## src/rtl/uart_tx_mmio.sv

```systemverilog
// Memory-mapped 8N1 UART transmitter: TXDATA pushes bytes into a small FIFO,
// STATUS reports busy/full/empty/sticky-overflow on the data-memory read path.
module uart_tx_mmio #(
    parameter int          CLKS_PER_BIT = 104,
    parameter logic [31:0] BASE_ADDR    = 32'h0000_1000,
    parameter int          FIFO_DEPTH   = 4
) (
    input  logic        i_clk,
    input  logic        i_rstn,
    input  logic [31:0] i_DM_addr,
    input  logic [31:0] i_DM_wd,
    input  logic [3:0]  i_DM_wen,
    input  logic        i_DM_ren,
    output logic [31:0] o_DM_rd,
    output logic        o_tx
);

    localparam int              CNT_W       = (CLKS_PER_BIT > 1) ? $clog2(CLKS_PER_BIT) : 1;
    localparam int              PTR_W       = $clog2(FIFO_DEPTH);
    localparam logic [CNT_W-1:0] CNT_LAST   = CNT_W'(CLKS_PER_BIT - 1);
    localparam logic [31:0]     STATUS_ADDR = BASE_ADDR + 32'd4;

    typedef enum logic [1:0] {IDLE, START, DATA, STOP} state_t;

    state_t           state, state_next;
    logic [CNT_W-1:0] baud_cnt, baud_cnt_next;
    logic [2:0]       bit_idx, bit_idx_next;
    logic [7:0]       shift_reg, shift_next;
    logic             tx_next;

    logic [7:0]       fifo_mem [FIFO_DEPTH];
    logic [PTR_W:0]   wr_ptr, rd_ptr;
    logic             overflow;
    logic             txdata_hit, status_hit;
    logic             push_req, push, pop, full, empty, ovf_clear;
    logic             unused_bus;

    assign txdata_hit = (i_DM_addr[31:2] == BASE_ADDR[31:2]);
    assign status_hit = (i_DM_addr[31:2] == STATUS_ADDR[31:2]);
    assign push_req   = txdata_hit && i_DM_wen[0];
    assign ovf_clear  = status_hit && i_DM_wen[0] && i_DM_wd[3];

    assign full  = (wr_ptr[PTR_W] != rd_ptr[PTR_W]) &&
                   (wr_ptr[PTR_W-1:0] == rd_ptr[PTR_W-1:0]);
    assign empty = (wr_ptr == rd_ptr);
    // A pop in the same cycle frees the slot, so a write to a full FIFO still lands.
    assign push  = push_req && (!full || pop);

    assign unused_bus = ^{i_DM_addr[1:0], i_DM_wd[31:8], i_DM_wen[3:1]};

    always_ff @(posedge i_clk or negedge i_rstn) begin
        if (!i_rstn) begin
            wr_ptr   <= '0;
            rd_ptr   <= '0;
            overflow <= 1'b0;
        end else begin
            if (push) begin
                wr_ptr <= wr_ptr + (PTR_W+1)'(1);
            end
            if (pop) begin
                rd_ptr <= rd_ptr + (PTR_W+1)'(1);
            end
            if (push_req && full && !pop) begin
                overflow <= 1'b1;
            end else if (ovf_clear) begin
                overflow <= 1'b0;
            end
        end
    end

    always_ff @(posedge i_clk) begin
        if (push) begin
            fifo_mem[wr_ptr[PTR_W-1:0]] <= i_DM_wd[7:0];
        end
    end

    always_ff @(posedge i_clk or negedge i_rstn) begin
        if (!i_rstn) begin
            state     <= IDLE;
            baud_cnt  <= '0;
            bit_idx   <= '0;
            shift_reg <= '0;
            o_tx      <= 1'b1;
        end else begin
            state     <= state_next;
            baud_cnt  <= baud_cnt_next;
            bit_idx   <= bit_idx_next;
            shift_reg <= shift_next;
            o_tx      <= tx_next;
        end
    end

    // o_tx is registered from the current state, so the line trails the FSM by one cycle.
    always_comb begin
        state_next    = state;
        baud_cnt_next = baud_cnt;
        bit_idx_next  = bit_idx;
        shift_next    = shift_reg;
        tx_next       = 1'b1;
        pop           = 1'b0;
        unique case (state)
            IDLE: begin
                baud_cnt_next = '0;
                if (!empty) begin
                    pop        = 1'b1;
                    shift_next = fifo_mem[rd_ptr[PTR_W-1:0]];
                    state_next = START;
                end
            end
            START: begin
                tx_next = 1'b0;
                if (baud_cnt == CNT_LAST) begin
                    baud_cnt_next = '0;
                    bit_idx_next  = '0;
                    state_next    = DATA;
                end else begin
                    baud_cnt_next = baud_cnt + CNT_W'(1);
                end
            end
            DATA: begin
                tx_next = shift_reg[0];
                if (baud_cnt == CNT_LAST) begin
                    baud_cnt_next = '0;
                    shift_next    = {1'b0, shift_reg[7:1]};
                    if (bit_idx == 3'd7) begin
                        state_next = STOP;
                    end else begin
                        bit_idx_next = bit_idx + 3'd1;
                    end
                end else begin
                    baud_cnt_next = baud_cnt + CNT_W'(1);
                end
            end
            STOP: begin
                tx_next = 1'b1;
                if (baud_cnt == CNT_LAST) begin
                    baud_cnt_next = '0;
                    if (!empty) begin
                        pop        = 1'b1;
                        shift_next = fifo_mem[rd_ptr[PTR_W-1:0]];
                        state_next = START;
                    end else begin
                        state_next = IDLE;
                    end
                end else begin
                    baud_cnt_next = baud_cnt + CNT_W'(1);
                end
            end
            default: begin
                state_next = IDLE;
            end
        endcase
    end

    always_comb begin
        o_DM_rd = '0;
        if (status_hit && i_DM_ren) begin
            o_DM_rd = {28'd0, overflow, empty, full, (state != IDLE)};
        end
    end

endmodule

```

## config.mk

```make
export PLATFORM = sky130hd
export DESIGN_NAME = uart_tx_mmio
export DESIGN_NICKNAME = d
export VERILOG_FILES = /design/src/rtl/uart_tx_mmio.sv
export SDC_FILE = /design/constraint.sdc
export NUM_CORES = 1
export LEC_CHECK = 0
export ABC_CLOCK_PERIOD_IN_PS = 2200
export CORE_AREA = 5 5 100 139
export CTS_BUF_LIST = sky130_fd_sc_hd__clkbuf_4
export DETAILED_ROUTE_END_ITERATION = 6
export DIE_AREA = 0 0 105 144
export SYNTH_ARGS = -nofsm -noshare
export SYNTH_HDL_FRONTEND = slang
export SYNTH_SLANG_ARGS = --single-unit
```

## constraint.sdc

```tcl
create_clock -name i_clk -period 2.2 [get_ports i_clk]
set_input_delay 0.33 -clock i_clk [delete_from_list [all_inputs] [get_ports i_clk]]
set_output_delay 0.33 -clock i_clk [all_outputs]
set_load 0.03 [all_outputs]
```

## After elaboration in Yosys (flattened, before gate mapping)

Memories as Yosys holds them, arrays and structs flattened.
Index checks and enable logic that the tools add are counted.

- Register bits after elaboration: 28
- Memory bits (writable): 32
- Output and inout bits: 33
- Memories: 1

- Eq/ne operators: 16
- Muxes and demuxes: 26
- Add/subtract/negate cells: 4
- Reductions and logical operators: 20

Memories:

| name | depth | bits a word | rd ports | clocked after Yosys merged registers in | write ports | line | source |
|---|---|---|---|---|---|---|---|
| fifo_mem | 4 | 8 | 1 | 0 | 1 | 31 | `logic [7:0] fifo_mem [FIFO_DEPTH];` |

Operator list:

| cell | count |
|---|---|
| $eq A30 B11 Y1 const B | 2 |
| $mux W8 | 3 |
| $pmux W8 S3 | 1 |
| $pmux W7 S2 | 1 |
| $ne A2 B2 Y1 const B | 6 |
| $mux W2 | 5 |
| $add A3 B1 Y3 const B | 3 |
| $mux W3 | 3 |
| $logic_and A1 B1 Y1 | 8 |
| $pmux W2 S4 | 1 |
| $add A7 B1 Y7 const B | 1 |
| $eq A7 B7 Y1 const B | 1 |
| $mux W1 | 7 |
| $mux W7 | 1 |
| $pmux W3 S2 | 1 |
| $reduce_bool A2 Y1 | 3 |
| $reduce_and A5 Y1 | 1 |
| $eq A2 B2 Y1 const B | 2 |
| $mux W4 | 1 |
| $pmux W1 S2 | 2 |
| $reduce_and A4 Y1 | 1 |
| $eq A3 B3 Y1 | 1 |
| $eq A3 B3 Y1 const B | 1 |
| $reduce_and A3 Y1 | 1 |
| other kinds (8) | 9 |

## Depth between registers and ports, before layout

- Depth after elaboration: 8
- Gate-level depth with buffers: 8

## Worst setup path after synthesis

Ideal clock, no wire load.

- Path kind: flip-flop to flip-flop
- From: register state[0]
- To: memory fifo_mem[0][0] (enable)
- Setup slack: 0.010 ns
- Stages on the path, launching flop included: 8
- Path buffers: 1
- Library setup time: 0.371 ns
- Required time: 1.829 ns
- Clock period less this slack: 2.190 ns
- Arrival: 1.820 ns
- Cell sequence: dfrtp_1 > inv_1 > ha_1 > clkbuf_1 > a31oi_1 > o211ai_1 > nand3_1 > nor2_1

- Longest elaborated chain between the ends: 6
- Elaborated cells on any way between the ends: 7
- Those cells by class: 1 x eq/ne; 3 x mux; 3 x reduce/logical

RTL lines:

| what | line | source |
|---|---|---|
| start: declaration | 25 | `state_t state, state_next;` |
| start signal: assignment | 85 | `state <= state_next;` |
| $eq A2 B2 Y1 or $logic_not A2 Y1 (tied branches) | 101 | `unique case (state)` |
| $pmux W1 S2 (*) | 101 |  |
| $logic_or A1 B1 Y1 (*) | 47 | `assign push = push_req && (!full \|\| pop);` |
| $logic_and A1 B1 Y1 (*) | 47 |  |
| $mux W1 (*) | 72 | `if (push) begin` |
| $mux W1 (implied by the code) (*) | 73 | `fifo_mem[wr_ptr[PTR_W-1:0]] <= i_DM_wd[7:0];` |
| end: declaration | 31 |  |

Every way passes the cells marked *; elsewhere a longest branch is shown, timed or not.

## Worst setup path after layout

- From: input i_DM_addr[15]
- To: output o_DM_rd[1]

- Longest elaborated chain between the ends: 3

RTL lines:

| what | line | source |
|---|---|---|
| start: declaration | 10 | `input logic [31:0] i_DM_addr,` |
| $eq A30 B11 Y1 | 39 | `assign status_hit = (i_DM_addr[31:2] == STATUS_ADDR[31:2]);` |
| $logic_and A1 B1 Y1 | 157 | `if (status_hit && i_DM_ren) begin` |
| $mux W4 | 157 |  |
| end: declaration | 14 | `output logic [31:0] o_DM_rd,` |

No other way between the ends.

==> results by group <==
Synth
  – Post-synthesis sequential area ratio: 54.6%
  – Netlist cell types: 41
  – Top cell type's share of synthesized area: 31.6%
  – Gate count of the mapped netlist: 246
  – Main synth FF type: edfxtp_1
  – Synth top area cells: edfxtp_1, dfrtp_1, buf_4, mux4_2, ha_1
  – Total number of yosys warnings: 0
  – Yosys reg bits: 60
  – Async set-reset flop share out of synthesis: 46.7%
  – EDFF count, synth: 32
  – Syn_area_per_cell: 12.4 um2
  – Netlist Area Pre-Place: 3050 um2
  – Area leader, netlist: edfxtp_1

Layout
  – Syn-to-layout area delta: 27.0%
  – Max reg flops: 32
  – Non-Filler Instances: 470
  – Fin util: 30.6%
  – Diode count: 0
  – Post-route cell area: 3870 um2
  – Most frequent cells in the layout: clkdlybuf4s50_1, edfxtp_1, conb_1
  – Most common cell after layout, fill and taps aside: clkdlybuf4s50_1
  – Nets@finish: 396
  – Layout cells sized above 1: 20.8%

Clock tree
  – H-tree depth: 3
  – Hold Buf Count CTS: 0
  – Sink Count: 60
  – Clock latency on the worst-skew pair: 0.40 ns
  – Cts bufs inserted: 9
  – CTS root buffer: clkbuf_4
  – CTS tree: done
  – Clock tree buffer depth: 2
  – CTS clk-pin slew, worst paths: 0.10 ns

Detailed routing
  – TritonRoute pass-1 iters: 4
  – Initial drt markers: 73
  – DR DRC count: 0
  – Average wire per standard cell: 12.8 um
  – Via/cell ratio: 4.19
  – Antenna viol nets, final: 0
  – Routed Wire Length: 6020 um
  – Vias: 1969

Timing
  – Min Tclk post-route: 2.15 ns
  – Final Hold Viols: 0
  – Min Hold Slack: 0.309 ns
  – Endpoints failing setup: 0
  – Highest clock rate: 0.464 GHz
  – Final setup skew: 0.00586 ns
  – Fin. max-slew vios: 0
  – Final period util: 97.9%
  – Setup TNS Final: 0 ns

Setup path
  – Worst Path Max Fanout: 4
  – Worst setup SP type: primary input
  – Crit-path cells: clkdlybuf4s50_1, nor4b_1, nand4_1, nor2_2, nand3_2, nor2_1, buf_4
  – Worst path arrival time: 1.82 ns
  – Critical path buffers and inverters: 2
  – Critical Path RT: 1.87 ns
  – Critical Path Sink Type: output pin
  – WS Path Type: in2out
  – Delay-heaviest family, CP: simple AND/OR/NAND/NOR gates
  – CP max stage cell: clkdlybuf4s50_1
  – CP max stage delay: 0.42 ns

Floorplanning
  – IO Pins: 104
  – Die height: 144 um
  – Initial Utilization: 24.1%
  – Die Area: 15100 um2
  – # rows: 49
  – Die width: 105 um
  – Core box area: 12600 um2

Min path
  – Hold Path Class: in2async

Placed design
  – IO Port Bufs: 46
  – Placed Instance Area: 3680 um2
  – HPWL Detailed: 4580 um
  – Dpl cells: 453
  – GPL Wtd Cong: 0.796

Global routing
  – First-pass GRT wire length: 9790 um
  – Largest net degree at the start of global routing: 29
  – Global route overflow: 0
  – Total Routing Usage GR: 8.22%
  – Vias in the first global route: 2066
  – Initial antenna violation count: 0

Pwr
  – Pint: 1.92 mW
  – Clk pwr share: 33.4%
  – Sw Pwr: 0.661 mW
  – Logic pwr share: 16.3%
  – Sw Ratio: 25.6%
  – Total leakage power: 1.59 nW
  – VDD IR max: 0.000363 V
  – Reg power frac: 50.2%
  – Power density cells: 668 nW/um2

Outcome
  – Outcome: complete, no violations

Flow run
  – Max cap viols: 0
-- cell type report --
type	count	area, um2
Inverter	12	45.0
Sequential cell	60	1660
Timing Repair Buffer	63	603
Multi-Input combinational cell	166	1210
Fill cell	1305	8760
Clock buffer	10	75.1
Clock inverter	6	78.8
Tap cell	153	191
-- cells by family after synthesis --
group,share of synthesized area (%)
simple gates,11.2
flops,54.6
buf+inv,9.78
compound gates,5.22
mux,10.6
fa+ha+maj,5.34
xor+xnor,3.16
other cells,0.123
-- synthesized netlist by cell type, drive strengths merged (5+ instances only) --
master  number
inv         12
nand2       27
dfrtp       27
buf         32
nor3         6
nand3        5
nor2        16
nor4         5
o21ai        7
mux2        10
xor2         5
edfxtp      32
ha          13
mux4         8
xnor2        6
-- what timing repair did --
action                                  4_1_cts  5_1_grt
gates resized for setup                       2        4
pin swaps                                     0        3
setup buffers                                 0        1
endpoints found under the hold margin         0        0
cloned                                        0        0
endpoints found under the setup margin        4       31
-- per-stage QoR --
| stage | worst slack (ns) | power, mW |
|---|---|---|
| floorplan | 0.00963 | 1.61 |
| global placement | -0.0941 | 1.73 |
| detailed placement | -0.0947 | 1.75 |
| CTS | 0.0111 | 2.62 |
| global route | -0.0841 | 2.71 |
| finish | 0.0451 | 2.58 |
-- worst paths after layout --
| kind | start | end | slack [ns] | cells past startpoint |
|---|---|---|---|---|
| worst max register to register | baud_cnt[0] | wr_ptr[1] | 0.16 | 7 |
| worst min-delay path | i_rstn | shift_reg[5] | 0.31 | 2 |
| worst max-delay path | i_DM_addr[15] | o_DM_rd[1] | 0.05 | 7 |
| max in group asynchronous | i_rstn | o_tx | 1.58 | 2 |
| min in group i_clk | baud_cnt[0] | baud_cnt[0] | 0.47 | 1 |
| worst min register to register | baud_cnt[0] | baud_cnt[0] | 0.47 | 1 |
-- metal layers --
| layer | vias to the layer above | wire length (um) | track usage, % |
|---|---|---|---|
| met4 | 0 | 161 | 5.12 |
| li1 | 947 | - | - |
| met3 | 11 | 255 | 1.79 |
| met2 | 49 | 3410 | 15.6 |
| met5 | - | 0 | 0 |
| met1 | 962 | 2190 | 8.05 |
-- power groups by stage --
stage	Sequential, mW	Combinational [mW]	Clock [mW]
detailed placement	1.32	0.426	0
CTS	1.30	0.428	0.897
global placement	1.32	0.413	0
global route	1.31	0.461	0.945
finish	1.30	0.422	0.864
floorplan	1.32	0.291	0
Note: power is estimated with default switching activity, not from simulation.
